`src/rtl/fb_pkg.sv`:
```
// Shared types and default geometry for the frame-buffer write arbiter.
package fb_pkg;

  localparam int FB_D_WIDTH    = 12;
  localparam int FB_ADDR_WIDTH = 16;

  typedef enum logic [0:0] {ARB, CLEAR} fb_arb_state_t;
  typedef enum logic [0:0] {REND, HOST} fb_port_t;

endpackage

```
`src/rtl/fb_clear_seq.sv`:
```
// Bulk-clear sequencer: walks every RAM address once with a latched fill colour.
module fb_clear_seq
  import fb_pkg::*;
#(
  parameter int D_WIDTH    = FB_D_WIDTH,
  parameter int ADDR_WIDTH = FB_ADDR_WIDTH
) (
  input  logic                  clk,
  input  logic                  reset,
  input  logic                  start_i,
  input  logic                  busy_i,
  input  logic [D_WIDTH-1:0]    color_i,
  output logic [ADDR_WIDTH-1:0] addr_o,
  output logic [D_WIDTH-1:0]    color_o,
  output logic                  last_o,
  output logic                  done_o
);

  logic [ADDR_WIDTH-1:0] addr_q;
  logic [D_WIDTH-1:0]    color_q;
  logic                  done_q;

  // Final write is the one issued while the counter sits at all-ones.
  assign last_o  = busy_i && (addr_q == '1);
  assign addr_o  = addr_q;
  assign color_o = color_q;
  assign done_o  = done_q;

  always_ff @(posedge clk) begin
    if (reset) begin
      addr_q <= '0;
      done_q <= 1'b0;
    end else begin
      done_q <= last_o;
      if (start_i) begin
        addr_q <= '0;
      end else if (busy_i) begin
        addr_q <= addr_q + ADDR_WIDTH'(1);
      end
    end
  end

  always_ff @(posedge clk) begin
    if (start_i) begin
      color_q <= color_i;
    end
  end

endmodule

```
`src/rtl/fb_write_arbiter.sv`:
```
// Round-robin owner of the frame RAM write port (renderer vs host) with a bulk clear.
// Optional grant/clear statistics are built when FB_ARB_STATS_EN is defined.
module fb_write_arbiter
  import fb_pkg::*;
#(
  parameter int D_WIDTH    = FB_D_WIDTH,
  parameter int ADDR_WIDTH = FB_ADDR_WIDTH
) (
  input  logic                  clk,
  input  logic                  reset,
  input  logic                  r_valid,
  output logic                  r_ready,
  input  logic [ADDR_WIDTH-1:0] r_address,
  input  logic [D_WIDTH-1:0]    r_data,
  input  logic                  h_valid,
  output logic                  h_ready,
  input  logic [ADDR_WIDTH-1:0] h_address,
  input  logic [D_WIDTH-1:0]    h_data,
  input  logic                  clear_start,
  input  logic [D_WIDTH-1:0]    clear_color,
  output logic                  clear_busy,
  output logic                  clear_done,
  output logic                  ram_write_enable,
  output logic [ADDR_WIDTH-1:0] ram_write_address,
  output logic [D_WIDTH-1:0]    ram_data_inn
`ifdef FB_ARB_STATS_EN
  ,
  output logic [31:0]           r_grant_count,
  output logic [31:0]           h_grant_count,
  output logic [15:0]           clear_count
`endif
);

  fb_arb_state_t         state_q, state_d;
  fb_port_t              last_grant_q, last_grant_d;
  logic                  ram_we_q, ram_we_d;
  logic [ADDR_WIDTH-1:0] ram_addr_q, ram_addr_d;
  logic [D_WIDTH-1:0]    ram_data_q, ram_data_d;

  logic                  r_xfer, h_xfer, clr_accept, clr_issue, clr_last, clr_done;
  logic [ADDR_WIDTH-1:0] clr_addr;
  logic [D_WIDTH-1:0]    clr_color;

  assign clr_accept = (state_q == ARB) && clear_start;
  assign clr_issue  = (state_q == CLEAR);

  fb_clear_seq #(
    .D_WIDTH    (D_WIDTH),
    .ADDR_WIDTH (ADDR_WIDTH)
  ) u_clear_seq (
    .clk     (clk),
    .reset   (reset),
    .start_i (clr_accept),
    .busy_i  (clr_issue),
    .color_i (clear_color),
    .addr_o  (clr_addr),
    .color_o (clr_color),
    .last_o  (clr_last),
    .done_o  (clr_done)
  );

  // A lone requester always wins; on a tie the port not granted last goes first.
  always_comb begin
    r_ready = 1'b0;
    h_ready = 1'b0;
    if (state_q == ARB) begin
      r_ready = r_valid && (!h_valid || (last_grant_q == HOST));
      h_ready = h_valid && (!r_valid || (last_grant_q == REND));
    end
  end

  assign r_xfer = r_valid && r_ready;
  assign h_xfer = h_valid && h_ready;

  always_comb begin
    state_d      = state_q;
    last_grant_d = last_grant_q;
    ram_we_d     = 1'b0;
    ram_addr_d   = ram_addr_q;
    ram_data_d   = ram_data_q;
    case (state_q)
      ARB:     if (clr_accept) state_d = CLEAR;
      CLEAR:   if (clr_last)   state_d = ARB;
      default: state_d = ARB;
    endcase
    if (r_xfer) begin
      last_grant_d = REND;
      ram_we_d     = 1'b1;
      ram_addr_d   = r_address;
      ram_data_d   = r_data;
    end else if (h_xfer) begin
      last_grant_d = HOST;
      ram_we_d     = 1'b1;
      ram_addr_d   = h_address;
      ram_data_d   = h_data;
    end else if (clr_issue) begin
      ram_we_d     = 1'b1;
      ram_addr_d   = clr_addr;
      ram_data_d   = clr_color;
    end
  end

  always_ff @(posedge clk) begin
    if (reset) begin
      state_q      <= ARB;
      last_grant_q <= HOST;
      ram_we_q     <= 1'b0;
      ram_addr_q   <= '0;
      ram_data_q   <= '0;
    end else begin
      state_q      <= state_d;
      last_grant_q <= last_grant_d;
      ram_we_q     <= ram_we_d;
      ram_addr_q   <= ram_addr_d;
      ram_data_q   <= ram_data_d;
    end
  end

  assign clear_busy        = clr_issue;
  assign clear_done        = clr_done;
  assign ram_write_enable  = ram_we_q;
  assign ram_write_address = ram_addr_q;
  assign ram_data_inn      = ram_data_q;

`ifdef FB_ARB_STATS_EN
  logic [31:0] r_grant_q, h_grant_q;
  logic [15:0] clear_cnt_q;

  function automatic logic [31:0] sat_inc32(input logic [31:0] v);
    return (v == 32'hFFFF_FFFF) ? v : v + 32'd1;
  endfunction

  always_ff @(posedge clk) begin
    if (reset) begin
      r_grant_q   <= '0;
      h_grant_q   <= '0;
      clear_cnt_q <= '0;
    end else begin
      if (r_xfer)   r_grant_q   <= sat_inc32(r_grant_q);
      if (h_xfer)   h_grant_q   <= sat_inc32(h_grant_q);
      if (clr_done) clear_cnt_q <= clear_cnt_q + 16'd1;
    end
  end

  assign r_grant_count = r_grant_q;
  assign h_grant_count = h_grant_q;
  assign clear_count   = clear_cnt_q;
`endif

endmodule

```
`config.mk`:
```
export PLATFORM = sky130hd
export DESIGN_NAME = fb_write_arbiter
export DESIGN_NICKNAME = d
export VERILOG_FILES = /design/src/rtl/fb_pkg.sv /design/src/rtl/fb_clear_seq.sv /design/src/rtl/fb_write_arbiter.sv
export SDC_FILE = /design/constraint.sdc
export NUM_CORES = 1
export LEC_CHECK = 0
export CORE_UTILIZATION = 40
export CTS_CLUSTER_SIZE = 28
export DETAILED_ROUTE_END_ITERATION = 10
export MAX_ROUTING_LAYER = met4
export PLACE_DENSITY_LB_ADDON = 0.05
export SLEW_MARGIN = 25
export SYNTH_ARGS = -nofsm -noshare
export SYNTH_HDL_FRONTEND = slang
export SYNTH_SLANG_ARGS = --single-unit
```
`constraint.sdc`:
```
create_clock -name clk -period 1.4 [get_ports clk]
set_input_delay 0.21 -clock clk [delete_from_list [all_inputs] [get_ports clk]]
set_output_delay 0.21 -clock clk [all_outputs]
set_load 0.005 [all_outputs]
```
# Word-level counts from Yosys, hierarchy flattened
# Index checks and enable logic that the tools add are counted.
classes:
  mux: 16
  n_addsub: 1
  reduce_logical: 13
  n_eq_ne: 1
  bitwise_logic: 2
ops:
  columns: ["cell", "n"]
  rows:
  - ["$mux 16", 3]
  - ["$mux 12", 3]
  - ["$add 16x1->16 const B", 1]
  - ["$eq 16x16->1 const B", 1]
  - ["$mux 1", 9]
  - ["$logic_and 1x1->1", 6]
  - ["$reduce_bool 3->1", 1]
  - ["$logic_not 1->1", 2]
  - ["$logic_or 1x1->1", 2]
  - ["$not 1->1", 2]
  - ["$pmux 1 s2", 1]
  - ["$reduce_bool 2->1", 1]
  - ["$reduce_or 2->1", 1]
totals:
  input_bits: 73
  out_inout_bits: 33
  reg_bits: 60
  word_cells: 41

# Depth between registers and ports, before layout
# Gate-level depths: netlist of the first run.
depth:
  depth_word: 7
  ltp_mapped: 6
  mapped_depth_nobuf: 4

# Hierarchy
# From an unflattened synthesis of the first run, not the netlist that was laid out.
hier_totals:
  cells_unflattened: 280
  hier_area_um2: 2778.9
modules_own_cells:
  columns: ["mod", "seq_area_each_um2", "n_inst", "area_per_inst_um2", "cells_per_inst"]
  rows:
  - ["fb_write_arbiter", 620.6, 1, 1636.6, 181]
  - ["fb_clear_seq", 700.7, 1, 1142.3, 99]

# Least setup slack after synthesis of the first run
# OpenSTA, ideal clock, no wires.
synth_timing:
  path_kind: "register -> register"
  from: "register state_q, in the netlist clear_busy"
  to: "register u_clear_seq.color_q[0], in the netlist u_clear_seq.color_o[0] (enable)"
  n_path_buf: 3
  arrival_ns: 1.173
  t_required_ns: 1.056
  setup_time_ns: 0.344
  stages_incl_launch_ff: 6
  period_less_slack_ns: 1.517
  slack_ns: -0.117
  cell_sequence: "dfxtp_1 buf_6 nand2b_1 buf_2 buf_2 inv_1"
synth_between:
  elab_chain_cells: 2
synth_lines:
  columns: ["element", "line", "rtl"]
  rows:
  - ["start: declaration", "fb_write_arbiter.sv:34", "fb_arb_state_t state_q, state_d;"]
  - ["start signal: assignment", "fb_write_arbiter.sv:111", "state_q <= state_d;"]
  - ["$not 1->1", null, null]
  - ["$logic_and 1x1->1", "fb_write_arbiter.sv:44", "assign clr_accept = (state_q == ARB) && clear_start;"]
  - ["net clr_accept", "fb_write_arbiter.sv:40", "logic r_xfer, h_xfer, clr_accept, clr_issue, clr_last, clr_done;"]
  - ["end signal: assignment", "fb_clear_seq.sv:45", "color_q <= color_i;"]
  - ["end: declaration", "fb_clear_seq.sv:20", "logic [D_WIDTH-1:0] color_q;"]
# The timed path passes the listed nets, and every way through them passes these cells.
# A chain may end at the register's enable or synchronous reset.

# Worst setup path in the final report of the first run
layout_timing:
  from: "register state_q, in the netlist clear_busy"
  to: "register u_clear_seq.addr_q[7], in the netlist u_clear_seq.addr_o[7]"
layout_between:
  elab_chain_cells: 3
layout_lines:
  columns: ["element", "line", "rtl"]
  rows:
  - ["$not 1->1", null, null]
  - ["$logic_and 1x1->1", "fb_write_arbiter.sv:44", null]
  - ["$reduce_or 2->1 (no line)", null, null]
  - ["end signal: assignment", "fb_clear_seq.sv:38", "addr_q <= addr_q + ADDR_WIDTH'(1);"]
  - ["end: declaration", "fb_clear_seq.sv:19", "logic [ADDR_WIDTH-1:0] addr_q;"]
# Several ways; a longest one is shown, not always the timed one.

==> results of run 1 <==
flip-flops by register name, indices dropped and copies added, names as in the netlist:
name,flops
ram_write_address,16
ram_write_enable,1
last_grant_q,1
u_clear_seq.done_o,1
clear_busy,1
u_clear_seq.addr_o,16
ram_data_inn,12
u_clear_seq.color_o,12
cells in the final DEF, fill, tap and decap left out, types with 8 or more instances in the layout:
cell type / synthesis / routed
clkdlybuf4s50_1: 0 / 83
edfxtp_1: 12 / 12
o32ai_1: 28 / 28
nand2_1: 37 / 36
buf_4: 3 / 39
dlymetal6s2s_1: 0 / 17
nand3_1: 9 / 9
mux2i_1: 8 / 8
dfxtp_2: 0 / 11
nor3_1: 30 / 29
clkbuf_8: 0 / 9
o31ai_1: 32 / 30
dfxtp_1: 48 / 36
routing by layer:
layer / global-route usage / wire length (µm) / up-vias
met5: - / 0 / -
met4: 0.0803 / 112 / 0
met3: 0.0409 / 406 / 10
met2: 0.400 / 4090 / 83
met1: 0.326 / 4030 / 1354
li1: - / - / 1381
power by group through the flow:
stage | clock network (mW) | logic (mW) | registers, mW
floorplan | 0 | 0.306 | 1.96
detailed placement | 0 | 0.820 | 1.96
CTS | 1.30 | 0.829 | 1.92
global placement | 0 | 0.813 | 1.96
global route | 1.37 | 0.901 | 1.94
finish | 1.28 | 0.838 | 1.92
synth_stat cells:
library cell   n  area [µm²]
ha_1           1        12.5
xnor2_1        1        8.76
a21oi_1        4        20.0
o211a_1        1        10.0
o211ai_1       1        7.51
nand3b_1       7        52.6
nor4_2         1        12.5
o32ai_1       28         245
o31ai_1       32         240
nand2b_1       3        18.8
mux2i_1        8        80.1
buf_4          3        22.5
nor2b_1        1        6.26
o21ai_0        1        5.00
nor4_4         1        21.3
and2_1         1        6.26
dfxtp_1       48         961
nand4_1        4        25.0
clkinv_1       1        3.75
nand4_4        2        42.5
or4_1          3        22.5
xor2_1         3        26.3
nor2_1         7        26.3
nand2_1       37         139
or2_2          1        6.26
buf_2          9        45.0
nor4_1         5        31.3
edfxtp_1      12         360
nand3_1        9        45.0
o21ba_2        1        10.0
clkbuf_1       9        33.8
buf_6          4        45.0
nor3_1        30         150
inv_1          5        18.8
or3_1          3        18.8
how the worst max path moves through the flow:
stage	from	to	slack (ps)	cells past startpoint
floorplan	u_clear_seq.addr_o[0]	clear_busy	-2	4
CTS	ram_write_address[1]	ram_write_address[1]	2	1
global route	clear_busy	u_clear_seq.addr_o[7]	-30	4
detailed placement	r_valid	ram_data_inn[11]	-300	6
global placement	r_valid	h_ready	-290	4
finish	clear_busy	u_clear_seq.addr_o[7]	10	4
repair_timing:
| item | 4_1_cts | 5_1_grt |
|---|---|---|
| pin swaps | 1 | 9 |
| gates cloned | 1 | 0 |
| endpoints found under the setup margin | 27 | 62 |
| hold buffers | 0 | 0 |
| gates resized for setup | 18 | 47 |
| buffers inserted | 1 | 1 |
metrics by stage:
| stage | utilization | instance area (µm²) | power (mW) | hold WS [ps] | setup WS, ps |
|---|---|---|---|---|---|
| finish | 0.666 | 4500 | 4.05 | 427 | 14.6 |
| global route | 0.666 | 4500 | 4.21 | 424 | -35.0 |
| CTS | 0.641 | 4330 | 4.05 | 423 | 1.60 |
| detailed placement | 0.614 | 4150 | 2.78 | 438 | -298 |
| global placement | 0.614 | 4150 | 2.77 | 433 | -291 |
| floorplan | - | 2790 | 2.27 | 288 | -2.25 |
cells by family after synthesis:
| family | Yosys count | synth area share |
|---|---|---|
| adders and majority gates | 1 | 0.00450 |
| AOI/OAI and AO/OA | 68 | 0.194 |
| xor gates and xnor gates | 4 | 0.0126 |
| buffers and inverters | 31 | 0.0608 |
| DFF | 60 | 0.475 |
| and+or+nand+nor | 115 | 0.225 |
| muxes | 8 | 0.0288 |
cell type report:
type / instances / share of cell area
repair buffers: 151 / 0.327
multi-input cells: 197 / 0.313
flip-flops and latches: 60 / 0.298
clock buffers: 13 / 0.0309
well taps: 80 / 0.0223
inverters: 6 / 0.00584
clock inverters: 3 / 0.00306
==> impl_metrics.py, run 1 <==
metrics = {
    "route": {
        "vias_per_cell": 5.55,
        "dr.pass1.iters": 4,
        "drt-initial-drc-count": 173,
        "wl_per_cell_um": 16.9,
        "drc": 0,
        "vias": 2828,
        "totalWireLength_mm": 8.64,
        "drt.antenna.violating_nets": 0,
    },
    "run": {
        "drv_cap": 0,
    },
    "placed_design": {
        "portBuffers": 105,
        "placedCellCount": 491,
        "finalWeightedCongestion": 0.814,
        "dpl.hpwl_mm": 5.94,
    },
    "hold_path": {
        "hold_end": "u_clear_seq.color_o[11]",
        "hold_start": "clear_color[11]",
        "hold_path_depth": 1,
        "worstHoldPathType": "in2reg",
    },
    "critical_path": {
        "r2r_start": "clear_busy",
        "end_kind": "flop",
        "worstPathRequired_ps": 1670,
        "max_stage_delay_ps": 570,
        "critPathKind": "reg2reg",
        "cp_max_fo": 7,
        "cp.arrival_ps": 1660,
        "worstPathCellList": "buf_6, nand4_4, or4_4, a21oi_2",
        "rr_endpoint": "u_clear_seq.addr_o[7]",
        "start_kind": "flop",
        "rr_worst_depth": 4,
        "r2r_slack_ps": 10,
        "critPathBufInv": 1,
        "cp_slowest_cell": "or4_4",
        "path_delay_family": "simple AND/OR/NAND/NOR gates",
    },
    "clock_network": {
        "clk_latency_ps": 330,
        "clockBufferDepth": 2,
        "clk_pin_slew_ps": 60,
        "cts_max_level": 3,
        "cts_tree": "built",
        "cts.sinks": 60,
        "cts-root-buf": "clkbuf_8",
        "cts_buffers": 9,
    },
    "global_routing": {
        "grt_use_total": 0.250,
        "grt_max_degree": 30,
        "grt_pass1_vias": 2803,
        "antenna_found_initial": 0,
        "grt_pass1_wl_mm": 13.8,
        "grt-ovfl-total": 0,
    },
    "cells_and_area": {
        "antenna_cells": 0,
        "syn2layout_area_growth_pct": 61.7,
        "stdcell_count": 510,
        "drive_gt1_frac": 0.226,
        "fin_nets": 499,
        "multiInputGateArea_um2": 1410,
        "seq_area_um2": 1340,
        "fill_cells": 554,
    },
    "floorplan": {
        "initial_core_util": 0.411,
        "dieWidth_um": 85.4,
        "coreArea_um2": 6760,
        "ioPinCount": 106,
        "dieArea_um2": 7290,
        "core.rowCount": 30,
        "die_h_um": 85.4,
    },
    "synth": {
        "ys_ff_latch": 60,
        "ys_seq_area_frac": 0.475,
        "synth_nets": 361,
        "yosysWarnings": 0,
        "synth_area_per_cell_um2": 9.69,
        "synth_cell_types": 35,
        "syn_inst": 287,
        "synth_area_um2": 2780,
    },
    "power_and_ir_drop": {
        "pwr-share-comb": 0.207,
        "p_per_area_nw_per_um2": 900,
        "p_leak_nw": 1.80,
        "p_seq_frac": 0.476,
        "swShare": 0.258,
        "irDropWorstVdd_uv": 576,
        "power_switching_mw": 1.04,
        "clock_power_share": 0.317,
        "p_int_mw": 3.00,
    },
    "timing": {
        "setup_violations": 0,
        "fin_skew_ps": 6.59,
        "timing.fmax_mhz": 722,
        "rsz0062_at_grt": "yes",
        "maxSlewViolCount": 0,
        "hold_viol": 0,
        "worst_pin_slew_ps": 353,
        "fin_tns_setup_ps": 0,
        "finalCriticalPeriod_ps": 1390,
        "slew_headroom": 0.763,
        "final.period_utilization": 0.990,
    },
    "run_status": {
        "outcome": "completed",
    },
}
(Power assumes the default switching activity.)
==> inputs of run 2 (changes only) <==
- CTS_CLUSTER_SIZE: 28 -> 10
==> results of run 2 <==
Same layout as run 1: the final DEF is identical, and so are final timing and power.
==> inputs of run 3 (changes only) <==
- CORE_UTILIZATION: 40 -> 41
- CTS_BUF_LIST: default -> sky130_fd_sc_hd__clkbuf_8
==> impl_metrics.py, run 3 (synthesized netlist as in run 1, its figures left out) <==
metrics = {
    "route": {
        "wl_per_cell_um": 17.1,
        "drt.antenna.violating_nets": 0,
        "totalWireLength_mm": 8.64,
        "vias": 2838,
        "drt-initial-drc-count": 176,
        "drc": 9,
        "dr.pass1.iters": 8,
        "vias_per_cell": 5.61,
    },
    "cells_and_area": {
        "final_common_cell": "clkdlybuf4s50_1",
        "stdcell_count": 506,
        "antenna_cells": 0,
        "drive_gt1_frac": 0.235,
        "seq_area_um2": 1340,
        "syn2layout_area_growth_pct": 65.2,
        "multiInputGateArea_um2": 1450,
        "final_cell_mix": "80 x clkdlybuf4s50_1, 39 x dfxtp_1, 36 x nand2_1",
        "fin_nets": 498,
        "fill_cells": 501,
    },
    "timing": {
        "hold_viol": 0,
        "fin_skew_ps": 4.57,
        "rsz0062_at_grt": "yes",
        "setup_violations": 1,
        "final.period_utilization": 1.00,
        "maxSlewViolCount": 0,
        "setup_ws_ps": -3.92,
        "slew_headroom": 0.767,
        "worst_pin_slew_ps": 347,
        "fin_tns_setup_ps": -3.92,
        "timing.fmax_mhz": 712,
        "finalCriticalPeriod_ps": 1400,
    },
    "placed_design": {
        "dpl.hpwl_mm": 5.82,
        "finalWeightedCongestion": 0.881,
        "placedCellCount": 480,
        "portBuffers": 105,
    },
    "global_routing": {
        "grt_use_total": 0.250,
        "grt_max_degree": 30,
        "grt-ovfl-total": 0,
        "antenna_found_initial": 0,
        "grt_pass1_wl_mm": 13.3,
        "grt_pass1_vias": 2657,
    },
    "clock_network": {
        "cts-root-buf": "clkbuf_8",
        "cts_buffers": 9,
        "cts_tree": "built",
        "clockBufferDepth": 2,
        "cts.sinks": 60,
        "cts_max_level": 3,
        "clk_pin_slew_ps": 60,
        "clk_latency_ps": 340,
        "hold_buffers": 0,
    },
    "floorplan": {
        "dieWidth_um": 84.3,
        "die_h_um": 84.3,
        "ioPinCount": 106,
        "dieArea_um2": 7110,
        "initial_core_util": 0.430,
        "core.rowCount": 29,
        "coreArea_um2": 6460,
    },
    "critical_path": {
        "cp_slowest_cell": "or4_4",
        "critPathKind": "reg2reg",
        "start_kind": "flop",
        "worstPathCellList": "buf_6, nand4_4, or4_4, a21oi_2",
        "worstPathRequired_ps": 1670,
        "max_stage_delay_ps": 580,
        "cp_max_fo": 8,
        "cp.arrival_ps": 1680,
        "end_kind": "flop",
    },
    "run": {
        "drv_cap": 0,
    },
    "power_and_ir_drop": {
        "irDropWorstVdd_uv": 495,
        "p_leak_nw": 1.81,
        "p_per_area_nw_per_um2": 969,
    },
    "hold_path": {
        "worstHoldPathType": "in2reg",
    },
    "run_status": {
        "outcome": "complete, but fails checks",
        "violations": "design-rule violations, negative setup slack",
    },
}
[run 3: cell count changes in the layout (fill, tap and decap cells not counted), moves of 4 or more]
| cell | change |
|---|---|
| o32ai_2 | +8 |
| dlygate4sd2_1 | +8 |
| buf_6 | +4 |
| clkbuf_1 | -4 |
| dlymetal6s2s_1 | -6 |
| buf_4 | -8 |
| o32ai_1 | -8 |
[run 3: power by group]
part | internal, mW | leakage, nW | switching [mW]
combinational | 0.515 | 1.18 | 0.366
clock | 0.980 | 0.112 | 0.669
sequential | 1.87 | 0.512 | 0.0477
[run 3: layout make-up]
type,instances,share of cell area
Multi-Input combinational cell,197,0.315
Sequential cell,60,0.291
Timing Repair Buffer,150,0.323
Clock buffer,9,0.0270
Tap cell,77,0.0210
Inverter,6,0.00572
Clock inverter,7,0.0180
[run 3: worst max-delay path, delay by kind of cell (launching register included)]
kind            cells  cell delay, ps
flops               1             370
buf+inv             1             130
simple gates        2             720
compound gates      1             120
[run 3: final timing paths]
kind | from | end | slack, ps | cells past startpoint
max | clear_busy | u_clear_seq.addr_o[9] | -4 | 4
min | h_valid | last_grant_q | 410 | 3
max reg2reg | clear_busy | u_clear_seq.addr_o[9] | -4 | 4
min reg2reg | ram_data_inn[1] | ram_data_inn[1] | 450 | 2
[run 3: layer usage]
layer / track usage / share of wire
met5: - / 0
met3: 0.0403 / 0.060
met4: 0.114 / 0.026
met2: 0.391 / 0.47
met1: 0.320 / 0.44
[run 3: stage by stage]
step                total power, mW   util  cell area [µm²]  setup slack, ps  hold slack, ps
floorplan                      2.27      -             2790            -2.25             288
global placement               2.77  0.636             4110             -303             433
detailed placement             2.78  0.636             4110             -348             441
CTS                            4.44  0.682             4400            -4.38             385
global route                   4.63  0.711             4590            -59.8             421
finish                         4.45  0.711             4590            -3.92             410
[run 3: what timing repair did]
item | in CTS | in global routing
gates resized for setup | 29 | 47
pin swaps | 3 | 8
setup buffers | 7 | 1
endpoints found under the setup margin | 43 | 74
cloned | 1 | 1
